<file path="src/rtl/mem_frame_reader_pkg.sv">
// Shared definitions for the pixel-memory read initiator: memory command
// encodings, controller states and default geometry.
package mem_frame_reader_pkg;

    localparam int DEF_DATA_WIDTH = 24;
    localparam int DEF_ADDR_WIDTH = 32;
    localparam int DEF_DEPTH      = 262144;

    localparam logic [1:0] RW_IDLE  = 2'b00;
    localparam logic [1:0] RW_WRITE = 2'b01;
    localparam logic [1:0] RW_READ  = 2'b10;

    typedef enum logic [2:0] {
        ST_IDLE,
        ST_ISSUE,
        ST_WAIT,
        ST_DRAIN,
        ST_ERROR
    } rdr_state_t;

endpackage

</file>
<file path="src/rtl/mem_frame_reader_fifo.sv">
// Small synchronous FIFO holding fetched pixels plus their end-of-run bit.
// Flush empties it in one cycle; the head word is always presented on o_data.
module mem_rdr_fifo #(
    parameter int WIDTH = 25,
    parameter int DEPTH = 4
) (
    input  logic                     i_clk,
    input  logic                     i_reset,
    input  logic                     i_flush,
    input  logic                     i_push,
    input  logic [WIDTH-1:0]         i_data,
    input  logic                     i_pop,
    output logic [WIDTH-1:0]         o_data,
    output logic                     o_full,
    output logic                     o_empty,
    output logic [$clog2(DEPTH):0]   o_count
);

    localparam int AW = $clog2(DEPTH);

    logic [WIDTH-1:0] r_mem [DEPTH];
    logic [AW-1:0]    r_wrPtr;
    logic [AW-1:0]    r_rdPtr;
    logic [AW:0]      r_count;
    logic             w_doPush;
    logic             w_doPop;

    assign o_full   = (r_count == (AW+1)'(DEPTH));
    assign o_empty  = (r_count == '0);
    assign o_count  = r_count;
    assign o_data   = r_mem[r_rdPtr];
    assign w_doPush = i_push && !o_full;
    assign w_doPop  = i_pop && !o_empty;

    always_ff @(posedge i_clk) begin
        if (i_reset || i_flush) begin
            r_wrPtr <= '0;
            r_rdPtr <= '0;
            r_count <= '0;
        end else begin
            if (w_doPush) r_wrPtr <= r_wrPtr + AW'(1);
            if (w_doPop)  r_rdPtr <= r_rdPtr + AW'(1);
            if (w_doPush && !w_doPop)      r_count <= r_count + (AW+1)'(1);
            else if (!w_doPush && w_doPop) r_count <= r_count - (AW+1)'(1);
        end
    end

    // Storage needs no reset: pointers alone decide what is visible.
    always_ff @(posedge i_clk) begin
        if (w_doPush && !i_flush && !i_reset) r_mem[r_wrPtr] <= i_data;
    end

endmodule

</file>
<file path="src/rtl/mem_frame_reader.sv">
// Fetches a run of pixels from the pixel memory, one read at a time, and
// streams them out through a small FIFO with an end-of-run marker.
module mem_frame_reader
    import mem_frame_reader_pkg::*;
#(
    parameter int DATA_WIDTH = DEF_DATA_WIDTH,
    parameter int ADDR_WIDTH = DEF_ADDR_WIDTH,
    parameter int DEPTH      = DEF_DEPTH,
    parameter int CNT_WIDTH  = 19,
    parameter int FIFO_DEPTH = 4,
    parameter int TIMEOUT    = 64
) (
    input  logic                  Rdr_CLK,
    input  logic                  Rdr_RST,
    input  logic                  Rdr_START,
    input  logic [ADDR_WIDTH-1:0] Rdr_BASE,
    input  logic [CNT_WIDTH-1:0]  Rdr_COUNT,
    output logic                  Rdr_BUSY,
    output logic                  Rdr_DONE,
    output logic                  Rdr_ERR,
    output logic [1:0]            Mem_RW,
    output logic [ADDR_WIDTH-1:0] Mem_ADDR,
    output logic [DATA_WIDTH-1:0] Mem_IDR,
    input  logic [DATA_WIDTH-1:0] Mem_ODR,
    input  logic                  Mem_DRDY,
    output logic [DATA_WIDTH-1:0] Pix_DATA,
    output logic                  Pix_VALID,
    input  logic                  Pix_READY,
    output logic                  Pix_LAST
);

    localparam int FCW = $clog2(FIFO_DEPTH) + 1;
    localparam int TW  = $clog2(TIMEOUT + 1);

    rdr_state_t            r_state;
    logic [ADDR_WIDTH-1:0] r_addr;
    logic [ADDR_WIDTH-1:0] r_memAddr;
    logic [CNT_WIDTH-1:0]  r_remain;
    logic [TW-1:0]         r_tmo;
    logic [1:0]            r_rw;
    logic                  r_busy;
    logic                  r_done;
    logic                  r_err;

    logic                  w_push;
    logic                  w_pop;
    logic                  w_timeout;
    logic                  w_full;
    logic                  w_empty;
    logic [FCW-1:0]        w_count;
    logic [DATA_WIDTH:0]   w_head;
    logic [DATA_WIDTH:0]   w_pushData;
    logic [ADDR_WIDTH-1:0] w_nextAddr;

    assign w_pushData = {(r_remain == CNT_WIDTH'(1)), Mem_ODR};
    assign w_push     = (r_state == ST_WAIT) && Mem_DRDY && !w_full;
    assign w_timeout  = (r_state == ST_WAIT) && !Mem_DRDY && (r_tmo == TW'(TIMEOUT - 1));
    assign w_pop      = Pix_READY && !w_empty;
    assign w_nextAddr = (r_addr == ADDR_WIDTH'(DEPTH - 1)) ? '0 : r_addr + ADDR_WIDTH'(1);

    mem_rdr_fifo #(
        .WIDTH (DATA_WIDTH + 1),
        .DEPTH (FIFO_DEPTH)
    ) u_fifo (
        .i_clk   (Rdr_CLK),
        .i_reset (Rdr_RST),
        .i_flush (w_timeout),
        .i_push  (w_push),
        .i_data  (w_pushData),
        .i_pop   (w_pop),
        .o_data  (w_head),
        .o_full  (w_full),
        .o_empty (w_empty),
        .o_count (w_count)
    );

    always_ff @(posedge Rdr_CLK) begin
        if (Rdr_RST) begin
            r_state   <= ST_IDLE;
            r_addr    <= '0;
            r_memAddr <= '0;
            r_remain  <= '0;
            r_tmo     <= '0;
            r_rw      <= RW_IDLE;
            r_busy    <= 1'b0;
            r_done    <= 1'b0;
            r_err     <= 1'b0;
        end else begin
            r_done <= 1'b0;
            case (r_state)
                ST_IDLE, ST_ERROR: begin
                    if (Rdr_START) begin
                        r_err <= 1'b0;
                        if (Rdr_COUNT == '0) begin
                            r_done  <= 1'b1;
                            r_state <= ST_IDLE;
                        end else begin
                            r_addr   <= Rdr_BASE;
                            r_remain <= Rdr_COUNT;
                            r_busy   <= 1'b1;
                            r_state  <= ST_ISSUE;
                        end
                    end
                end
                // A read is only launched once a FIFO slot is guaranteed.
                ST_ISSUE: begin
                    if (w_count < FCW'(FIFO_DEPTH)) begin
                        r_rw      <= RW_READ;
                        r_memAddr <= r_addr;
                        r_tmo     <= '0;
                        r_state   <= ST_WAIT;
                    end
                end
                ST_WAIT: begin
                    r_rw <= RW_IDLE;
                    if (w_push) begin
                        r_addr   <= w_nextAddr;
                        r_remain <= r_remain - CNT_WIDTH'(1);
                        r_state  <= (r_remain == CNT_WIDTH'(1)) ? ST_DRAIN : ST_ISSUE;
                    end else if (w_timeout) begin
                        r_err   <= 1'b1;
                        r_busy  <= 1'b0;
                        r_state <= ST_ERROR;
                    end else begin
                        r_tmo <= r_tmo + TW'(1);
                    end
                end
                ST_DRAIN: begin
                    if (w_empty) begin
                        r_done  <= 1'b1;
                        r_busy  <= 1'b0;
                        r_state <= ST_IDLE;
                    end
                end
                default: r_state <= ST_IDLE;
            endcase
        end
    end

    assign Rdr_BUSY  = r_busy;
    assign Rdr_DONE  = r_done;
    assign Rdr_ERR   = r_err;
    assign Mem_RW    = r_rw;
    assign Mem_ADDR  = r_memAddr;
    assign Mem_IDR   = '0;
    assign Pix_DATA  = w_head[DATA_WIDTH-1:0];
    assign Pix_VALID = !w_empty;
    assign Pix_LAST  = w_head[DATA_WIDTH] && !w_empty;

endmodule

</file>
<file path="config.mk">
export PLATFORM = sky130hd
export DESIGN_NAME = mem_frame_reader
export DESIGN_NICKNAME = d
export VERILOG_FILES = /design/src/rtl/mem_frame_reader_pkg.sv /design/src/rtl/mem_frame_reader_fifo.sv /design/src/rtl/mem_frame_reader.sv
export SDC_FILE = /design/constraint.sdc
export NUM_CORES = 1
export LEC_CHECK = 0
export ABC_AREA = 1
export CORE_ASPECT_RATIO = 0.5
export CORE_UTILIZATION = 25
export DETAILED_ROUTE_END_ITERATION = 6
export GPL_ROUTABILITY_DRIVEN = 1
export SLEW_MARGIN = 25
export SYNTH_ARGS = -nofsm -noshare
export SYNTH_HDL_FRONTEND = slang
export SYNTH_SLANG_ARGS = --single-unit
</file>
<file path="constraint.sdc">
create_clock -name Rdr_CLK -period 4.39 [get_ports Rdr_CLK]
set_input_delay 0.439 -clock Rdr_CLK [delete_from_list [all_inputs] [get_ports Rdr_CLK]]
set_output_delay 0.439 -clock Rdr_CLK [all_outputs]
set_load 0.03 [all_outputs]
</file>
; ---- After elaboration in Yosys (flattened, before gate mapping)
; Memory sizes are Yosys's and may differ from the RTL's. A register that Yosys moved wholly into a read port is not among the register bits.
; Cells that the tools add are included.
[totals]
ff_bits = 105
mem_bits_rw = 100
input_bits = 80
output_inout_bits = 87
word_cells = 116
mem_count = 1
[classes]
add_sub_neg = 7
magnitude_cmp = 1
n_eq_ne = 17
mux = 43
reduce_logical = 35
[memory_table]
columns = memory, words, width, read_ports, rd_ports_with_merged_regs, write_ports, line_no
row1 = u_fifo.r_mem, 4, 25, 1, 1, 1, mem_frame_reader_fifo.sv:21  ; logic [WIDTH-1:0] r_mem [DEPTH];
[op_table]
columns = operator, count
row1 = 32-bit two-way mux, 4
row2 = 32-bit one-hot mux with 2 select lines, 1
row3 = 19-bit two-way mux, 3
row4 = 19-bit one-hot mux with 2 select lines, 1
row5 = 32-bit by 1-bit adder with 32-bit output (second input constant), 1
row6 = 32-bit by 18-bit equality test with 1-bit output (second input constant), 1
row7 = 3-bit two-way mux, 7
row8 = 7-bit two-way mux, 3
row9 = 19-bit by 1-bit equality test with 1-bit output (second input constant), 1
row10 = 19-bit zero test, 1
row11 = 19-bit by 1-bit subtractor with 19-bit output (second input constant), 1
row12 = 4-bit AND reduction, 4
row13 = 1-bit two-way mux, 14
row14 = 7-bit one-hot mux with 2 select lines, 1
row15 = 1-bit logical AND, 12
row16 = 3-bit one-hot mux with 4 select lines, 1
row17 = 2-bit inequality test (second input constant), 5
row18 = 2-bit two-way mux, 4
row19 = 7-bit by 1-bit adder with 7-bit output (second input constant), 1
row20 = 7-bit by 6-bit equality test with 1-bit output (second input constant), 1
row21 = 1-bit zero test, 7
row22 = 3-bit by 2-bit equality test with 1-bit output (second input constant), 2
row23 = 3-bit equality test (second input constant), 2
row24 = 3-bit zero test, 2
row25 = 16 further kinds, 23

; ---- Longest topological paths before layout
[logic_depth]
ltp_word = 8
mapped_depth = 14

; ---- Cells and area by module
; From an unflattened synthesis, not the netlist that was laid out.
[unflattened]
hier_cells = 1269
hier_area_um2 = 10047.1
[modules_own_cells]
columns = module, n_inst, cells_per_inst, area_per_inst_um2, seq_area_each_um2
row1 = mem_frame_reader, 1, 955, 5791.8, 1941.9
row2 = mem_rdr_fifo, 1, 314, 4255.3, 3183.1

; ---- Worst setup path after synthesis
; Ideal clock, no wire load.
[synth_path]
path_type = reg-to-reg
from = register r_state[1]
to = memory u_fifo.r_mem[0][0] (enable)
arrival_time_ps = 2126
setup_slack_ps = 1857
stages_incl_launch_ff = 7
n_path_buf = 0
period_less_slack_ps = 2533
cell_sequence = dfxtp_1 nand2_2 nor2_4 nand3_1 inv_1 nand2_1 nor2_1
[synth_between]
elab_chain_len = 8
word_cells_on_any_way = 11
[synth_rtl]
columns = item, line_no
row1 = start: declaration, mem_frame_reader.sv:35  ; rdr_state_t r_state;
row2 = start signal: assignment, mem_frame_reader.sv:119  ; r_state <= (r_remain == CNT_WIDTH'(1)) ? ST_DRAIN : ST_ISSUE;
row3 = 3-bit by 2-bit equality test with 1-bit output, mem_frame_reader.sv:56  ; assign w_push = (r_state == ST_WAIT) && Mem_DRDY && !w_full;
row4 = 1-bit logical AND (2 in a row), mem_frame_reader.sv:56
row5 = 1-bit logical AND, mem_frame_reader_fifo.sv:32  ; assign w_doPush = i_push && !o_full;
row6 = named net u_fifo.w_doPush, mem_frame_reader_fifo.sv:25  ; logic w_doPush;
row7 = 1-bit logical AND (2 in a row), mem_frame_reader_fifo.sv:50  ; if (w_doPush && !i_flush && !i_reset) r_mem[r_wrPtr] <= i_data;
row8 = 1-bit two-way mux, mem_frame_reader_fifo.sv:50
row9 = 1-bit two-way mux (not written as such), mem_frame_reader_fifo.sv:50
row10 = end: declaration, mem_frame_reader_fifo.sv:21
; The timed path passes the listed nets, and every way through them passes these cells.

==> results.ini <==
[status]
status=completed

[critical_path]
worst_ep_required_time_ns=3.95
cp_max_fo=24
cp-start-kind=flop
criticalPathCategory=reg -> out
cp-end-kind=primary output
worstPathArrival_ns=2.76

[place]
io_buffers=141
globalplace.congestion=0.9078
dpl_cell_area_um2=11960
dp_hpwl_mm=19.16

[clocking]
cts-hold-fix-buffers=0
clk_pin_slew_ns=0.06
cts_tree=yes
cts_buffer_depth=3
clock_sinks=206
cts_setup_buffers=0
clockRootBuffer=clkbuf_16
cts_resized=0
clkLatencyLatePin_ns=0.51
cts_buffers=22
cts_max_level=1

[synthesis]
syn_area_per_cell_um2=7.765
yosysTopAreaCell=edfxtp_1
synth_cell_types=43
ys_top_cells_by_area=edfxtp_1 30%, dfxtp_1 21%, nand2_1 11%, nor2_1 11%, o21ai_0 6.3%
netlist.area_leader.share_pct=29.73
syn_area_um2=10100
syn_inst=1301
synthArstFlopShare_pct=0
synth_common_cells=298 x nand2_1, 296 x nor2_1, 128 x o21ai_0
synth_flop_cell=dfxtp_1
yosysMostFrequentCell=nand2_1
synth-seq-cells=206
synth_edf_count=100
yosys_warnings=0
ys_seq_area_share_pct=50.73

[routing]
wl_per_cell_um=14.17
wirelength_mm=27.95
vias_per_cell=4.380
via_count=8637
remaining_drc_errors=0
first_pass_iters=5
drt_iter0_drc=480
postRouteAntennaNets=0

[die]
top_level_ports=167
fp.coreArea_um2=39370
die_w_um=286.3
start_util_pct=25.66
die_y_um=144.1
fp-row-count=51
dieArea_um2=41270

[timing]
slew_viol_final=0
slew_headroom_pct=45.67
rsz0062_at_grt=false
period_minus_slack_ns=3.203
period_share_pct=72.97
tns_ns=0
max_freq_mhz=312.2
tightest_slew_ns=0.8074
setup_viol=0
finalHoldViolations=0
finalClockSkew_ns=0.01423

[power]
vdd_drop_max_uv=195.8
p_leak_nw=4.799
p_per_area_nw_per_um2=487.5

[global_routing]
overflow=0
grt_max_degree=79
antenna_found_initial=0
grt_usage_pct=13.23
grt_pass1_vias=8284
grt_first_pass_wirelength_mm=43.55

[cells_and_area]
drive_above_1_share_pct=5.409
nets=1516
final_cell_area_um2=12710
num_antenna_cells=0
area_growth_pct=25.81

[run]
cap_violations=0

[hold_path]
hold_class=reg -> reg

## cell type report
type,instances,area (um2)
Timing Repair Buffer,155,1516
Clock buffer,34,666.9
Multi-Input combinational cell,963,4354
Clock inverter,6,87.58
Sequential cell,206,5126
Fill cell,4141,26660
Tap cell,530,663.1
Inverter,78,295.3
## path summary, 6_finish.rpt
check	startpoint	to	slack, ns	cells past startpoint
max	flop	Pix_DATA[4]	1.19	6
min	r_tmo[6]$_SDFFE_PP0P_	r_tmo[6]$_SDFFE_PP0P_	0.46	2
max reg2reg	r_state[1]$_SDFFE_PP0P_	u_fifo.r_mem[3][12]$_DFFE_PP_	1.59	8
min reg2reg	r_tmo[6]$_SDFFE_PP0P_	r_tmo[6]$_SDFFE_PP0P_	0.46	2
## through the flow
stage | setup slack, ns | util, % | hold WS (ns) | power [mW] | cells
after CTS | 1.022 | 32.28 | 0.4700 | 6.277 | 1972
after floorplan | 1.857 | - | 0.4453 | 3.638 | 1325
after global placement | 1.578 | 30.37 | 0.4541 | 4.300 | 1932
after global routing | 0.9527 | 32.28 | 0.5006 | 6.562 | 1972
final | 1.187 | 32.28 | 0.4642 | 6.195 | 1972
after detailed placement | 1.567 | 30.37 | 0.4584 | 4.311 | 1932
## logic make-up after synthesis
group                      share of synthesized area (%)
and+or+nand+nor                                    27.84
AOI/OAI and AO/OA                                  11.15
DFF                                                50.73
buffers and inverters                              7.184
xor gates and xnor gates                           1.647
adders and majority gates                          1.313
other                                            0.03712
muxes                                            0.09909
## power by group
part	leakage [nW]	switching, mW	total (mW)	internal, mW
sequential	1.77	0.180	2.37	2.19
clock	0.359	0.776	1.94	1.16
combinational	2.67	1.21	1.88	0.671
total	4.80	2.17	6.20	4.03
## placed cells by master (no fill, tap or decap), types with 10 or more instances in the layout
cell type / synthesis / layout
edfxtp_1: 100 / 100
nand4_1: 13 / 13
nand2_1: 298 / 297
xor2_1: 10 / 10
nand3_1: 51 / 51
clkbuf_16: 0 / 23
clkdlybuf4s50_1: 0 / 141
dfxtp_1: 106 / 105
nor2_1: 296 / 292
buf_4: 25 / 14
nor2_2: 6 / 10
conb_1: 1 / 25
a21oi_1: 49 / 49
o22ai_1: 24 / 24
inv_1: 71 / 71
o21ai_0: 128 / 128
## critical path: stages, from the launching register on
cell and delay, ns:
dfxtp_1 0.47, buf_4 0.28, inv_1 0.09, buf_4 0.28, o21ai_0 0.16, o22ai_1 0.25
clkdlybuf4s50_1 0.73
## metal layers
metal | wire length (um) | up-vias | global-route usage, %
met5 | 0 | - | 0
met4 | 526 | 0 | 3.096
met3 | 914 | 33 | 2.224
met2 | 14160 | 140 | 24.70
met1 | 12350 | 3992 | 15.86
li1 | - | 4472 | -
## registers in the layout (all words and copies together), names as in the netlist, named ones only
name            flops
Rdr_ERR             1
Rdr_BUSY            1
Mem_ADDR           32
r_tmo               7
u_fifo.r_rdPtr      2
r_remain           19
r_state             3
Mem_RW              1
u_fifo.r_wrPtr      2
u_fifo.o_count      3
Rdr_DONE            1
u_fifo.r_mem      100
r_addr             32
No activity file was read; power rests on OpenSTA's default activity.
